<file path="config.mk">
export PLATFORM = sky130hd
export DESIGN_NAME = student_tdm_clock_gen
export DESIGN_NICKNAME = d
export VERILOG_FILES = /design/src/rtl/student_tdm_clock_gen_pkg.sv /design/src/rtl/student_clk_div_strobe.sv /design/src/rtl/student_tdm_clock_gen.sv
export SDC_FILE = /design/constraint.sdc
export NUM_CORES = 1
export LEC_CHECK = 0
export ABC_CLOCK_PERIOD_IN_PS = 2200
export BUFFER_PORTS_ARGS = -buffer_cell sky130_fd_sc_hd__clkbuf_2
export CORE_MARGIN = 3
export CORE_UTILIZATION = 50
export DETAILED_ROUTE_END_ITERATION = 12
export PLACE_DENSITY = 0.85
export SYNTH_ARGS = -nofsm -noshare
export SYNTH_HDL_FRONTEND = slang
export SYNTH_SLANG_ARGS = --single-unit
</file>
<file path="constraint.sdc">
create_clock -name clk_i -period 2.2 [get_ports clk_i]
set_input_delay 0.22 -clock clk_i [delete_from_list [all_inputs] [get_ports clk_i]]
set_output_delay 0.22 -clock clk_i [all_outputs]
set_load 0.01 [all_outputs]
</file>
<file path="src/rtl/student_tdm_clock_gen_pkg.sv">
// Shared types and sizing helpers for the I2S/TDM clock generator.
package student_tdm_clock_gen_pkg;

   typedef enum logic [1:0] {ST_IDLE, ST_RUN, ST_STOP} state_e;

   localparam int DEF_SLOT_W = $clog2(2);
   localparam int DEF_BIT_W  = $clog2(16);

   // clk_i cycles per half BCLK period
   function automatic int bclk_half(input int mclk_div, input int bclk_div);
      return (mclk_div / 2) * bclk_div;
   endfunction

   // Counter width that stays legal for a modulus of 1
   function automatic int idx_w(input int n);
      return (n > 1) ? $clog2(n) : 1;
   endfunction

endpackage

</file>
<file path="src/rtl/student_clk_div_strobe.sv">
// Half-period divider: toggles level_o every HALF enabled cycles and flags the
// edge with a rise/fall strobe registered on the same clock edge as the level.
module student_clk_div_strobe
   import student_tdm_clock_gen_pkg::*;
#(
   parameter int HALF = 2
) (
   input  logic clk_i,
   input  logic rst_i,
   input  logic clr_i,
   input  logic en_i,
   output logic tc_o,
   output logic level_o,
   output logic rise_o,
   output logic fall_o
);

   localparam int            CW   = idx_w(HALF);
   localparam logic [CW-1:0] LAST = CW'(HALF - 1);

   logic [CW-1:0] cnt_q, cnt_d;
   logic          level_q, level_d;
   logic          rise_q, rise_d;
   logic          fall_q, fall_d;

   assign tc_o = en_i && (cnt_q == LAST);

   always_comb begin
      cnt_d   = cnt_q;
      level_d = level_q;
      rise_d  = 1'b0;
      fall_d  = 1'b0;
      if (clr_i) begin
         cnt_d   = '0;
         level_d = 1'b0;
      end else if (en_i) begin
         if (tc_o) begin
            cnt_d   = '0;
            level_d = ~level_q;
            rise_d  = ~level_q;
            fall_d  = level_q;
         end else begin
            cnt_d = cnt_q + 1'b1;
         end
      end
   end

   always_ff @(posedge clk_i) begin
      if (rst_i) begin
         cnt_q   <= '0;
         level_q <= 1'b0;
         rise_q  <= 1'b0;
         fall_q  <= 1'b0;
      end else begin
         cnt_q   <= cnt_d;
         level_q <= level_d;
         rise_q  <= rise_d;
         fall_q  <= fall_d;
      end
   end

   assign level_o = level_q;
   assign rise_o  = rise_q;
   assign fall_o  = fall_q;

endmodule

</file>
<file path="src/rtl/student_tdm_clock_gen.sv">
// MCLK/BCLK/LRCLK generator for I2S (2 slots) or TDM (>2 slots) frames.
// Optional frame counter port enabled by STUDENT_TDM_CLOCK_GEN_FRAME_CNT_EN.
module student_tdm_clock_gen
   import student_tdm_clock_gen_pkg::*;
#(
   parameter int DATA_SIZE = 16,
   parameter int NUM_SLOTS = 2,
   parameter int MCLK_DIV  = 4,
   parameter int BCLK_DIV  = 2
) (
   input  logic                         clk_i,
   input  logic                         rst_i,
   input  logic                         en_i,
   output logic                         AC_MCLK,
   output logic                         AC_BCLK,
   output logic                         BCLK_Rise,
   output logic                         BCLK_Fall,
   output logic                         AC_LRCLK,
   output logic                         LRCLK_Rise,
   output logic                         LRCLK_Fall,
   output logic                         frame_start_o,
   output logic [$clog2(NUM_SLOTS)-1:0] slot_idx_o,
   output logic [$clog2(DATA_SIZE)-1:0] bit_idx_o,
   output logic                         busy_o
`ifdef STUDENT_TDM_CLOCK_GEN_FRAME_CNT_EN
   ,
   output logic [31:0]                  frame_cnt_o
`endif
);

   localparam int BH     = bclk_half(MCLK_DIV, BCLK_DIV);
   localparam int SLOT_W = $clog2(NUM_SLOTS);
   localparam int BIT_W  = $clog2(DATA_SIZE);
   localparam bit I2S_MODE = (NUM_SLOTS == 2);
   localparam logic [SLOT_W-1:0] SLOT_LAST = SLOT_W'(NUM_SLOTS - 1);
   localparam logic [BIT_W-1:0]  BIT_LAST  = BIT_W'(DATA_SIZE - 1);

   state_e              state_q, state_d;
   logic                first_q, first_d;
   logic [SLOT_W-1:0]   slot_q, slot_d;
   logic [BIT_W-1:0]    bit_q, bit_d;
   logic                lr_q, lr_d;
   logic                lr_rise_q, lr_rise_d;
   logic                lr_fall_q, lr_fall_d;
   logic                fs_q, fs_d;
   logic                run, div_clr, bclk_tc, fall_next, frame_end;
   logic                mclk_tc_unused, mclk_rise_unused, mclk_fall_unused;

   assign run     = (state_q != ST_IDLE);
   assign div_clr = (state_d == ST_IDLE);

   student_clk_div_strobe #(.HALF(MCLK_DIV / 2)) u_mclk_div (
      .clk_i   (clk_i),
      .rst_i   (rst_i),
      .clr_i   (div_clr),
      .en_i    (run),
      .tc_o    (mclk_tc_unused),
      .level_o (AC_MCLK),
      .rise_o  (mclk_rise_unused),
      .fall_o  (mclk_fall_unused)
   );

   student_clk_div_strobe #(.HALF(BH)) u_bclk_div (
      .clk_i   (clk_i),
      .rst_i   (rst_i),
      .clr_i   (div_clr),
      .en_i    (run),
      .tc_o    (bclk_tc),
      .level_o (AC_BCLK),
      .rise_o  (BCLK_Rise),
      .fall_o  (BCLK_Fall)
   );

   // A BCLK fall lands on the next edge; the first one after IDLE opens a frame
   assign fall_next = bclk_tc && AC_BCLK;
   assign frame_end = fall_next && (first_q || (bit_q == BIT_LAST && slot_q == SLOT_LAST));

   always_comb begin
      state_d = state_q;
      case (state_q)
         ST_IDLE: if (en_i) state_d = ST_RUN;
         ST_RUN:  if (!en_i) state_d = ST_STOP;
         ST_STOP: begin
            if (en_i)           state_d = ST_RUN;
            else if (frame_end) state_d = ST_IDLE;
         end
         default: state_d = ST_IDLE;
      endcase
   end

   always_comb begin
      first_d = first_q;
      slot_d  = slot_q;
      bit_d   = bit_q;
      if (!run)
         first_d = 1'b1;
      else if (fall_next)
         first_d = 1'b0;

      if (state_d == ST_IDLE) begin
         slot_d = '0;
         bit_d  = '0;
      end else if (fall_next && !first_q) begin
         if (bit_q == BIT_LAST) begin
            bit_d  = '0;
            slot_d = (slot_q == SLOT_LAST) ? '0 : slot_q + 1'b1;
         end else begin
            bit_d = bit_q + 1'b1;
         end
      end

      fs_d = frame_end && (state_d != ST_IDLE);

      // Stopping drops LRCLK silently, without a strobe
      if (state_d == ST_IDLE)
         lr_d = 1'b0;
      else if (I2S_MODE)
         lr_d = slot_d[0];
      else if (fall_next)
         lr_d = fs_d;
      else
         lr_d = lr_q;
      lr_rise_d = (state_d != ST_IDLE) && lr_d && !lr_q;
      lr_fall_d = (state_d != ST_IDLE) && !lr_d && lr_q;
   end

   always_ff @(posedge clk_i) begin
      if (rst_i) begin
         state_q   <= ST_IDLE;
         first_q   <= 1'b1;
         slot_q    <= '0;
         bit_q     <= '0;
         lr_q      <= 1'b0;
         lr_rise_q <= 1'b0;
         lr_fall_q <= 1'b0;
         fs_q      <= 1'b0;
      end else begin
         state_q   <= state_d;
         first_q   <= first_d;
         slot_q    <= slot_d;
         bit_q     <= bit_d;
         lr_q      <= lr_d;
         lr_rise_q <= lr_rise_d;
         lr_fall_q <= lr_fall_d;
         fs_q      <= fs_d;
      end
   end

`ifdef STUDENT_TDM_CLOCK_GEN_FRAME_CNT_EN
   logic [31:0] fcnt_q, fcnt_d;

   // Counts alongside frame_start_o and holds through IDLE
   assign fcnt_d = fcnt_q + 32'(fs_d);

   always_ff @(posedge clk_i) begin
      if (rst_i) fcnt_q <= '0;
      else       fcnt_q <= fcnt_d;
   end

   assign frame_cnt_o = fcnt_q;
`endif

   assign AC_LRCLK      = lr_q;
   assign LRCLK_Rise    = lr_rise_q;
   assign LRCLK_Fall    = lr_fall_q;
   assign frame_start_o = fs_q;
   assign slot_idx_o    = slot_q;
   assign bit_idx_o     = bit_q;
   assign busy_o        = run;

endmodule

</file>
---- Word-level counts from Yosys, hierarchy flattened ----
Index checks and enable logic that the tools add are counted.
cells by class
  add/sub/neg operators ................... 4
  $mul .................................... 0
  div/mod/pow operators ................... 0
  magnitude comparators ................... 0
  eq/ne operators ......................... 4
  shift operators ......................... 0
  muxes and demuxes ....................... 13
  bitwise gates (word level) .............. 4
  reductions and logical operators ........ 24
operator list
  kind                                                  number
  logical AND 1 bit                                     11
  2-to-1 mux 2 bit                                      5
  2-to-1 mux 1 bit                                      6
  case mux 2 bit (3 select lines)                       1
  adder 4 x 1 -> 4 bit (second input constant)          1
  equality test 2 bit (second input constant)           2
  equality test 4 bit (second input constant)           1
  logical NOT 2 bit                                     2
  2-to-1 mux 4 bit                                      1
  inverter 1 bit                                        4
  AND reduction 2 bit                                   2
  nonzero test 2 bit                                    2
  OR reduction 2 bit                                    2
  OR reduction 4 bit                                    1
  logical NOT 1 bit                                     3
  adder 1 bit (second input constant)                   2
  adder 2 x 1 -> 2 bit (second input constant)          1
  equality test 2 x 1 -> 1 bit (second input constant)  1
  logical OR 1 bit                                      1
storage, ports and cells
  register bits ........................... 19
  bits in latches ......................... 0
  memory bits (writable) .................. 0
  ROM bits ................................ 0
  input port bits ......................... 3
  output and inout bits ................... 14
  word-level logic and storage cells ...... 63
  memories kept ........................... 0

---- Depth between registers and ports, before layout ----
Gate-level depths: netlist (run 1).
  depth in word-level cells ............... 13
  gate-level depth with buffers ........... 7
  mapped depth without buffers ............ 6

---- Hierarchy ----
Synthesis (run 1) repeated with hierarchy kept, for this count alone.
unflattened totals
  cells, all modules ...................... 84
  area total of the unflattened synthesis .. 862.1 um^2
modules (own cells, without submodules)
  module                                instances  cells each  area each (um^2)  seq. area each (um^2)
  student_tdm_clock_gen                 1          51          511.7             220.2
  student_clk_div_strobe at u_bclk_div  1          20          200.2             100.1
  student_clk_div_strobe at u_mclk_div  1          13          150.1             80.1

---- Least setup slack after synthesis (run 1) ----
Ideal clock, no wire load.
  kind .................................... reg-to-reg
  start point ............................. reg bit_q[0] (netlist: bit_idx_o[0])
  end point ............................... reg fs_q (netlist: frame_start_o)
  setup time .............................. 0.135 ns
  data arrival time ....................... 1.601 ns
  data required time ...................... 2.065 ns
  slack ................................... 0.464 ns
  stages on the path, launching flop included .. 8
  path buffers ............................ 1
  clock period less this slack ............ 1.736 ns
  cells stage by stage .................... dfxtp_1 > ha_1 > and3_1 > ha_1 > o211ai_2 > a211oi_4 > buf_6 > nor3_2
on the way
  cells in the longest elaborated chain, start to end .. 9
RTL lines
  item                             line                          RTL
  start: declaration               student_tdm_clock_gen.sv:41   logic [BIT_W-1:0] bit_q, bit_d;
  start signal: assignment         student_tdm_clock_gen.sv:141  bit_q <= bit_d;
  equality test 4 bit *            student_tdm_clock_gen.sv:76   assign frame_end = fall_next && (first_q || (bit_q == BIT_LAST && slot_q == SLOT_LAST));
  logical AND 1 bit *              student_tdm_clock_gen.sv:76
  logical OR 1 bit *               student_tdm_clock_gen.sv:76
  logical AND 1 bit *              student_tdm_clock_gen.sv:76
  2-to-1 mux 2 bit                 student_tdm_clock_gen.sv:85   else if (frame_end) state_d = ST_IDLE;
  2-to-1 mux 2 bit                 student_tdm_clock_gen.sv:84   if (en_i) state_d = ST_RUN;
  case mux 2 bit (3 select lines)  student_tdm_clock_gen.sv:80   case (state_q)
  nonzero test 2 bit               student_tdm_clock_gen.sv:112  fs_d = frame_end && (state_d != ST_IDLE);
  logical AND 1 bit *              student_tdm_clock_gen.sv:112
  end signal: assignment           student_tdm_clock_gen.sv:145  fs_q <= fs_d;
  end: declaration                 student_tdm_clock_gen.sv:45   logic fs_q, fs_d;
Every way passes the cells marked *; elsewhere a longest branch is shown, timed or not.
A chain may end at the register's enable or synchronous reset.

---- Worst setup path after layout (run 1) ----
  start point ............................. reg bit_q[0] (netlist: bit_idx_o[0])
  end point ............................... reg lr_fall_q (netlist: LRCLK_Fall)
on the way
  cells in the longest elaborated chain, start to end .. 13
  elaborated cells on any way between the ends .. 16
  classes of those cells .................. 1 x eq/ne; 7 x mux; 8 x reduce/logical
RTL lines
  item                               line                                                        RTL
  equality test 4 bit *              student_tdm_clock_gen.sv:76, student_tdm_clock_gen.sv:104
  logical AND 1 bit                  student_tdm_clock_gen.sv:76
  logical OR 1 bit                   student_tdm_clock_gen.sv:76
  logical AND 1 bit                  student_tdm_clock_gen.sv:76
  2-to-1 mux 2 bit                   student_tdm_clock_gen.sv:85
  2-to-1 mux 2 bit                   student_tdm_clock_gen.sv:84
  case mux 2 bit (3 select lines)    student_tdm_clock_gen.sv:80
  logical NOT 2 bit                  student_tdm_clock_gen.sv:100, student_tdm_clock_gen.sv:115
  2-to-1 mux 1 bit                   student_tdm_clock_gen.sv:100                                if (state_d == ST_IDLE) begin
  2-to-1 mux 1 bit                   student_tdm_clock_gen.sv:115                                if (state_d == ST_IDLE)
  logical NOT 1 bit                  student_tdm_clock_gen.sv:124                                lr_fall_d = (state_d != ST_IDLE) && !lr_d && lr_q;
  logical AND 1 bit * (2 in series)  student_tdm_clock_gen.sv:124
  end signal: assignment             student_tdm_clock_gen.sv:144                                lr_fall_q <= lr_fall_d;
  end: declaration                   student_tdm_clock_gen.sv:44                                 logic lr_fall_q, lr_fall_d;
Marks and branches as above.

==> results.py, run 1 <==
metrics = {
    "outcome": {
        "outcome": "finished, final reports clean",
    },
    "place": {
        "placed_cell_area_um2": 934.6,
        "buffers_on_ports": 16,
        "dpl.hpwl_um": 1143,
        "place_congestion": 0.7873,
    },
    "hold_path": {
        "hold_start": "en_i",
        "hold_class": "input port to flip-flop",
        "whs_endpoint": "state_q[1]",
        "hold_path_depth": 2,
    },
    "power": {
        "leakagePower_nw": 0.3756,
        "vdd_drop_max_uv": 359.0,
        "p_per_area_mw_per_mm2": 598.0,
    },
    "setup_path": {
        "critical_path_class": "flip-flop to flip-flop",
        "path_cells": "ha_1, and3_1, ha_1, o211ai_2, a211oi_4, buf_4, nor4b_2",
        "r2r-start": "bit_idx_o[0]",
        "cp_top_family": "simple AND/OR/NAND/NOR gates",
        "r2r_setup_slack_ns": 0.39,
        "startpoint_type": "flip-flop",
        "cp_common_cell": "sky130_fd_sc_hd__ha_1",
        "rr_worst_depth": 7,
        "crit_fanout": 9,
        "worstReg2RegEnd": "LRCLK_Fall",
        "critPathSlowestCell": "sky130_fd_sc_hd__dfxtp_1",
        "cp.arrival_ns": 2.02,
        "critPathRequiredTime_ns": 2.41,
        "critPathBufInv": 1,
        "nature_of_the_critical_path_endpoint": "flip-flop",
        "cpPeakStageDelay_ns": 0.35,
    },
    "floorplan": {
        "chip_height_um": 47.59,
        "core.rowCount": 14,
        "die_area_mm2": 0.002264,
        "initial_core_utilization_pct": 55.46,
        "core_area_mm2": 0.001559,
        "io_pins": 17,
        "fp.dieW_um": 47.59,
    },
    "timing": {
        "achievable-frequency_ghz": 0.5526,
        "worst_hold_slack_ns": 0.1135,
        "totalNegativeSetupSlack_ns": 0,
        "timing.final.max_slew_violations": 0,
        "fin_crit_ns": 1.810,
        "timing.final.setup_violations": 0,
        "final_hold_viol_count": 0,
        "timing.slew.headroom_pct": 63.28,
        "finClkSkew_ns": 0.005329,
        "measured_slew_at_the_worst_slew_check_pin_ns": 0.5488,
        "timing.final.crit_share_pct": 82.26,
        "grt_setup_unrepaired": "no",
    },
    "drt": {
        "postRouteWirelength_um": 1473,
        "initialDrtViolationCount": 27,
        "route.detailed.vias_per_inst": 5.664,
        "ant_nets": 0,
        "routed_wire_length_per_instance_um": 12.70,
        "drt_drc_violations_left": 0,
        "total_via_count_after_detailed_routing": 657,
        "detail_route.first_pass.iterations": 4,
    },
    "clocking": {
        "clkLatencyLatePin_ns": 0.29,
        "cts.clk_slew.worst_paths_ns": 0.10,
        "holdBufCountCts": 0,
        "postCtsResizedCells": 0,
        "ctsHtreeMaxLevel": 1,
        "cts-buffers-inserted": 3,
        "cts_root_buf": "sky130_fd_sc_hd__clkbuf_4",
        "tritoncts_clock_tree": "done",
        "postCtsSetupBuffers": 0,
        "tritoncts_num_sinks": 18,
        "clock_path_buffers": 2,
    },
    "layout": {
        "final_design_area_no_fill_um2": 970.9,
        "n_antenna_cell": 0,
        "layout.cells.most_common": "sky130_fd_sc_hd__dfxtp_1",
        "post_route_cells_drive_above_1_share_pct": 39.00,
        "layout.area.seq_um2": 360.3,
        "nFillCells": 134,
        "finalNetCount": 107,
        "most-common-layout-cells": "sky130_fd_sc_hd__dfxtp_1 (18), sky130_fd_sc_hd__clkbuf_2 (16), sky130_fd_sc_hd__o21ai_0 (6), sky130_fd_sc_hd__a21oi_2 (6), sky130_fd_sc_hd__nand2_1 (4)",
        "flow.area_growth_from_synthesis_pct": 12.30,
        "multi_input_gate_area_in_the_final_layout_um2": 447.9,
    },
    "synth": {
        "asyncSetResetFlopFracSynth_pct": 0,
        "synth_area_per_cell_um2": 10.42,
        "synth_top_flop_cell": "sky130_fd_sc_hd__dfxtp_1",
        "synth_seq_area_share_pct": 41.68,
        "yosysTopAreaCellShare_pct": 41.68,
        "synth_top_area_cell": "sky130_fd_sc_hd__dfxtp_1",
        "post_synthesis_net_count": 89,
        "yosysWarnings": 0,
        "syn-cell-area_um2": 864.6,
        "synth.area.top_cells": "sky130_fd_sc_hd__dfxtp_1 (42%), sky130_fd_sc_hd__a21oi_2 (6.1%), sky130_fd_sc_hd__ha_1 (4.3%), sky130_fd_sc_hd__o21ai_0 (3.5%), sky130_fd_sc_hd__nor3b_2 (2.9%)",
        "synthDistinctLibCells": 35,
        "synth-seq-cells": 18,
        "number_of_synthesized_flops_with_an_enable_pin": 0,
        "syn-instance-count": 83,
    },
    "run": {
        "maxCapViolCount": 0,
    },
    "grt": {
        "first_global_vias": 571,
        "maximum_number_of_pins_on_one_net_before_global_route_repair": 12,
        "grt-ovfl-total": 0,
        "grt.total_usage_pct": 16.34,
        "grt_first_pass_wirelength_um": 2518,
        "antenna_found_initial": 0,
    },
}
==> Yosys cell counts (3+ instances only) <==
master and n:
sky130_fd_sc_hd__nor2_2 3, sky130_fd_sc_hd__buf_4 3, sky130_fd_sc_hd__dfxtp_1 18, sky130_fd_sc_hd__a21oi_2 6, sky130_fd_sc_hd__o21ai_0 6, sky130_fd_sc_hd__inv_1 3
sky130_fd_sc_hd__nand2_1 4, sky130_fd_sc_hd__ha_1 3
==> cell type report <==
type / instances / area share, %
Multi-Input combinational cell: 57 / 46.13
Sequential cell: 18 / 37.11
Timing Repair Buffer: 18 / 9.794
Clock buffer: 4 / 3.737
Tap cell: 16 / 2.062
Inverter: 3 / 1.160
==> cells by family after synthesis <==
logic type	count (synthesis)	synth area share, %
XOR/XNOR	3	3.040
AO/OA/AOI/OAI	21	19.54
AND/OR/NAND/NOR	30	24.89
buffers and inverters	8	6.512
adder cells (fa/ha/maj)	3	4.342
flip-flops	18	41.68
==> through the flow <==
step | cells | power, W | setup WS, ns | utilization, %
after floorplan | 83 | 0.0003795 | 0.4640 | -
after global placement | 112 | 0.0003889 | 0.4766 | 59.95
after detailed placement | 112 | 0.0003896 | 0.4160 | 59.95
after CTS | 116 | 0.0005888 | 0.3818 | 62.28
after global routing | 116 | 0.0006170 | 0.2568 | 62.28
final | 116 | 0.0005807 | 0.3903 | 62.28
==> state kept, by name, indices dropped and copies added, names as in the netlist <==
register,cells
LRCLK_Fall,1
u_bclk_div.fall_o,1
state_q,2
u_mclk_div.level_o,1
u_mclk_div.cnt_q,1
u_bclk_div.cnt_q,2
bit_idx_o,4
u_bclk_div.level_o,1
LRCLK_Rise,1
slot_idx_o,1
first_q,1
frame_start_o,1
u_bclk_div.rise_o,1
==> layer usage <==
metal	part of all wire (%)	global-route usage [%]	vias to the layer above
li1	-	-	329
met2	48	24.87	18
met3	5.3	6.767	2
met5	0	0	-
met4	1.1	6.452	0
met1	46	20.50	308
==> how the worst max path moves through the flow <==
stage	from	endpoint	slack (ns)	cells past startpoint
after floorplan	bit_idx_o[0]	frame_start_o	0.46	7
after global placement	bit_idx_o[0]	LRCLK_Fall	0.48	7
after detailed placement	bit_idx_o[0]	bit_idx_o[3]	0.42	7
after CTS	bit_idx_o[0]	LRCLK_Fall	0.38	7
after global routing	bit_idx_o[0]	LRCLK_Fall	0.26	7
final	bit_idx_o[0]	LRCLK_Fall	0.39	7
==> worst register-to-register path, cell delays in order, from the launching register on <==
cell                       delay, ns
sky130_fd_sc_hd__dfxtp_1        0.35
sky130_fd_sc_hd__ha_1           0.21
sky130_fd_sc_hd__and3_1         0.21
sky130_fd_sc_hd__ha_1           0.20
sky130_fd_sc_hd__o211ai_2       0.24
sky130_fd_sc_hd__a211oi_4       0.10
sky130_fd_sc_hd__buf_4          0.18
sky130_fd_sc_hd__nor4b_2        0.23
==> power by group <==
group / total, W / internal (W) / switching, W
Clock: 0.000199 / 0.000101 / 0.0000981
Combinational: 0.0000440 / 0.0000180 / 0.0000260
Sequential: 0.000338 / 0.000331 / 0.00000706
(Power assumes the default switching activity.)
==> run 2: changes to the inputs <==
--- a/config.mk
+++ b/config.mk
@@ -5,7 +5,7 @@
 export SDC_FILE = /design/constraint.sdc
 export NUM_CORES = 1
 export LEC_CHECK = 0
-export ABC_CLOCK_PERIOD_IN_PS = 2200
+export ABC_CLOCK_PERIOD_IN_PS = 1780
 export BUFFER_PORTS_ARGS = -buffer_cell sky130_fd_sc_hd__clkbuf_2
 export CORE_MARGIN = 3
 export CORE_UTILIZATION = 50
==> constraint.sdc (replaced) <==
create_clock -name clk_i -period 1.78 [get_ports clk_i]
set_input_delay 0.178 -clock clk_i [delete_from_list [all_inputs] [get_ports clk_i]]
set_output_delay 0.178 -clock clk_i [all_outputs]
set_load 0.01 [all_outputs]
==> results.py, run 2 (synthesized netlist as in run 1, its figures left out) <==
metrics = {
    "setup_path": {
        "critPathRequiredTime_ns": 1.95,
        "cpPeakStageDelay_ns": 0.36,
        "crit_fanout": 7,
        "path_cells": "ha_2, and3_4, ha_1, o211ai_2, a211oi_4, buf_6, nor3_1",
        "cp.arrival_ns": 1.87,
        "critPathSlowestCell": "sky130_fd_sc_hd__dfxtp_2",
        "critical_path_class": "flip-flop to flip-flop",
        "nature_of_the_critical_path_endpoint": "flip-flop",
        "startpoint_type": "flip-flop",
    },
    "floorplan": {
        "io_pins": 17,
        "initial_core_utilization_pct": 55.46,
        "fp.dieW_um": 47.59,
        "die_area_mm2": 0.002264,
        "core.rowCount": 14,
        "core_area_mm2": 0.001559,
        "chip_height_um": 47.59,
    },
    "grt": {
        "grt_first_pass_wirelength_um": 2594,
        "grt-ovfl-total": 0,
        "maximum_number_of_pins_on_one_net_before_global_route_repair": 12,
        "grt.total_usage_pct": 16.55,
        "first_global_vias": 560,
        "antenna_found_initial": 0,
    },
    "timing": {
        "timing.final.max_slew_violations": 0,
        "measured_slew_at_the_worst_slew_check_pin_ns": 0.4381,
        "timing.final.crit_share_pct": 95.25,
        "grt_setup_unrepaired": "yes",
        "finClkSkew_ns": 0.004243,
        "timing.slew.headroom_pct": 70.75,
        "final_hold_viol_count": 0,
        "achievable-frequency_ghz": 0.5898,
        "fin_crit_ns": 1.695,
        "timing.final.setup_violations": 0,
        "worst_hold_slack_ns": 0.07335,
    },
    "clocking": {
        "ctsHtreeMaxLevel": 1,
        "cts-buffers-inserted": 3,
        "cts_root_buf": "sky130_fd_sc_hd__clkbuf_4",
        "tritoncts_num_sinks": 18,
        "holdBufCountCts": 0,
        "tritoncts_clock_tree": "done",
        "cts.clk_slew.worst_paths_ns": 0.10,
        "clock_path_buffers": 2,
        "clkLatencyLatePin_ns": 0.29,
    },
    "power": {
        "vdd_drop_max_uv": 541.6,
        "leakagePower_nw": 0.3952,
        "p_per_area_mw_per_mm2": 708.3,
        "report.power.total_w": 0.0007338,
    },
    "drt": {
        "detail_route.first_pass.iterations": 4,
        "drt_drc_violations_left": 0,
        "postRouteWirelength_um": 1736,
        "ant_nets": 0,
        "route.detailed.vias_per_inst": 5.858,
        "routed_wire_length_per_instance_um": 14.47,
        "initialDrtViolationCount": 9,
        "total_via_count_after_detailed_routing": 703,
    },
    "place": {
        "buffers_on_ports": 16,
        "placed_cell_area_um2": 957.2,
        "dpl.hpwl_um": 1236,
        "place_congestion": 0.7812,
    },
    "outcome": {
        "outcome": "finished, final reports clean",
    },
    "hold_path": {
        "hold_class": "input port to flip-flop",
    },
    "layout": {
        "nFillCells": 120,
        "post_route_cells_drive_above_1_share_pct": 47.12,
        "largest_register_ffs": 4,
        "n_antenna_cell": 0,
        "finish.utilization_pct": 66.45,
        "final_design_area_no_fill_mm2": 0.001036,
        "finalNetCount": 111,
        "flow.area_growth_from_synthesis_pct": 19.83,
        "most-common-layout-cells": "sky130_fd_sc_hd__dfxtp_1 (16), sky130_fd_sc_hd__clkbuf_2 (16), sky130_fd_sc_hd__o21ai_0 (6), sky130_fd_sc_hd__a21oi_2 (6)",
    },
    "run": {
        "maxCapViolCount": 0,
    },
}
run 2: changes by cell type in the layout (fill, tap and decap cells not counted), moves of 2 or more:
cell / change
sky130_fd_sc_hd__buf_4: +2
sky130_fd_sc_hd__buf_6: +2
sky130_fd_sc_hd__dfxtp_1: -2
sky130_fd_sc_hd__dfxtp_2: +2
run 2: repair_timing:
item | CTS | global route
resized for setup | 0 | 9
setup buffers | 0 | 1
endpoints found under the setup margin | 0 | 15
run 2: layer usage:
| metal | track usage (%) | vias to the layer above | routed length (um) |
|---|---|---|---|
| li1 | - | 343 | - |
| met5 | 0 | - | 0 |
| met4 | 9.677 | 0 | 36 |
| met3 | 3.383 | 4 | 98 |
| met2 | 22.99 | 21 | 863 |
| met1 | 23.37 | 335 | 738 |
run 2: path summary, 6_finish.rpt:
path                            slack [ns]                 from             endpoint  depth (start not counted)
worst min register to register        0.49  u_bclk_div.cnt_q[1]  u_bclk_div.cnt_q[1]                          2
worst min-delay path                  0.07                 en_i           state_q[1]                          2
worst max-delay path                  0.08         bit_idx_o[1]    u_bclk_div.fall_o                          7
worst max register to register        0.08         bit_idx_o[1]    u_bclk_div.fall_o                          7
run 2: stage by stage:
step / std cells / setup slack [ns] / setup TNS [ns]
after floorplan: 83 / 0.04397 / 0
after global placement: 115 / 0.1427 / 0
after detailed placement: 115 / 0.03413 / 0
after CTS: 119 / 0.01397 / 0
after global routing: 120 / -0.01121 / -0.02436
final: 120 / 0.08454 / 0
run 2: layout make-up:
type / count / area, um2 / area share (%)
Sequential cell: 18 / 362.8 / 35.02
Multi-Input combinational cell: 57 / 473.0 / 45.65
Timing Repair Buffer: 22 / 132.6 / 12.80
Clock buffer: 4 / 36.28 / 3.502
Inverter: 3 / 11.26 / 1.087
Tap cell: 16 / 20.02 / 1.932
run 2: critical path, delay by kind of cell (launching register included):
family / cells / cell delay (ns)
compound gates: 2 / 0.45
fa+ha+maj: 2 / 0.33
buf+inv: 1 / 0.18
flops: 1 / 0.36
simple gates: 2 / 0.25
run 2: report_power, final:
group / switching, W / leakage, nW / total (W) / internal, W
clock network: 0.000128 / 0.0210 / 0.000252 / 0.000125
registers: 0.00000976 / 0.147 / 0.000418 / 0.000409
logic: 0.0000351 / 0.228 / 0.0000628 / 0.0000277
total: 0.000173 / 0.395 / 0.000734 / 0.000561
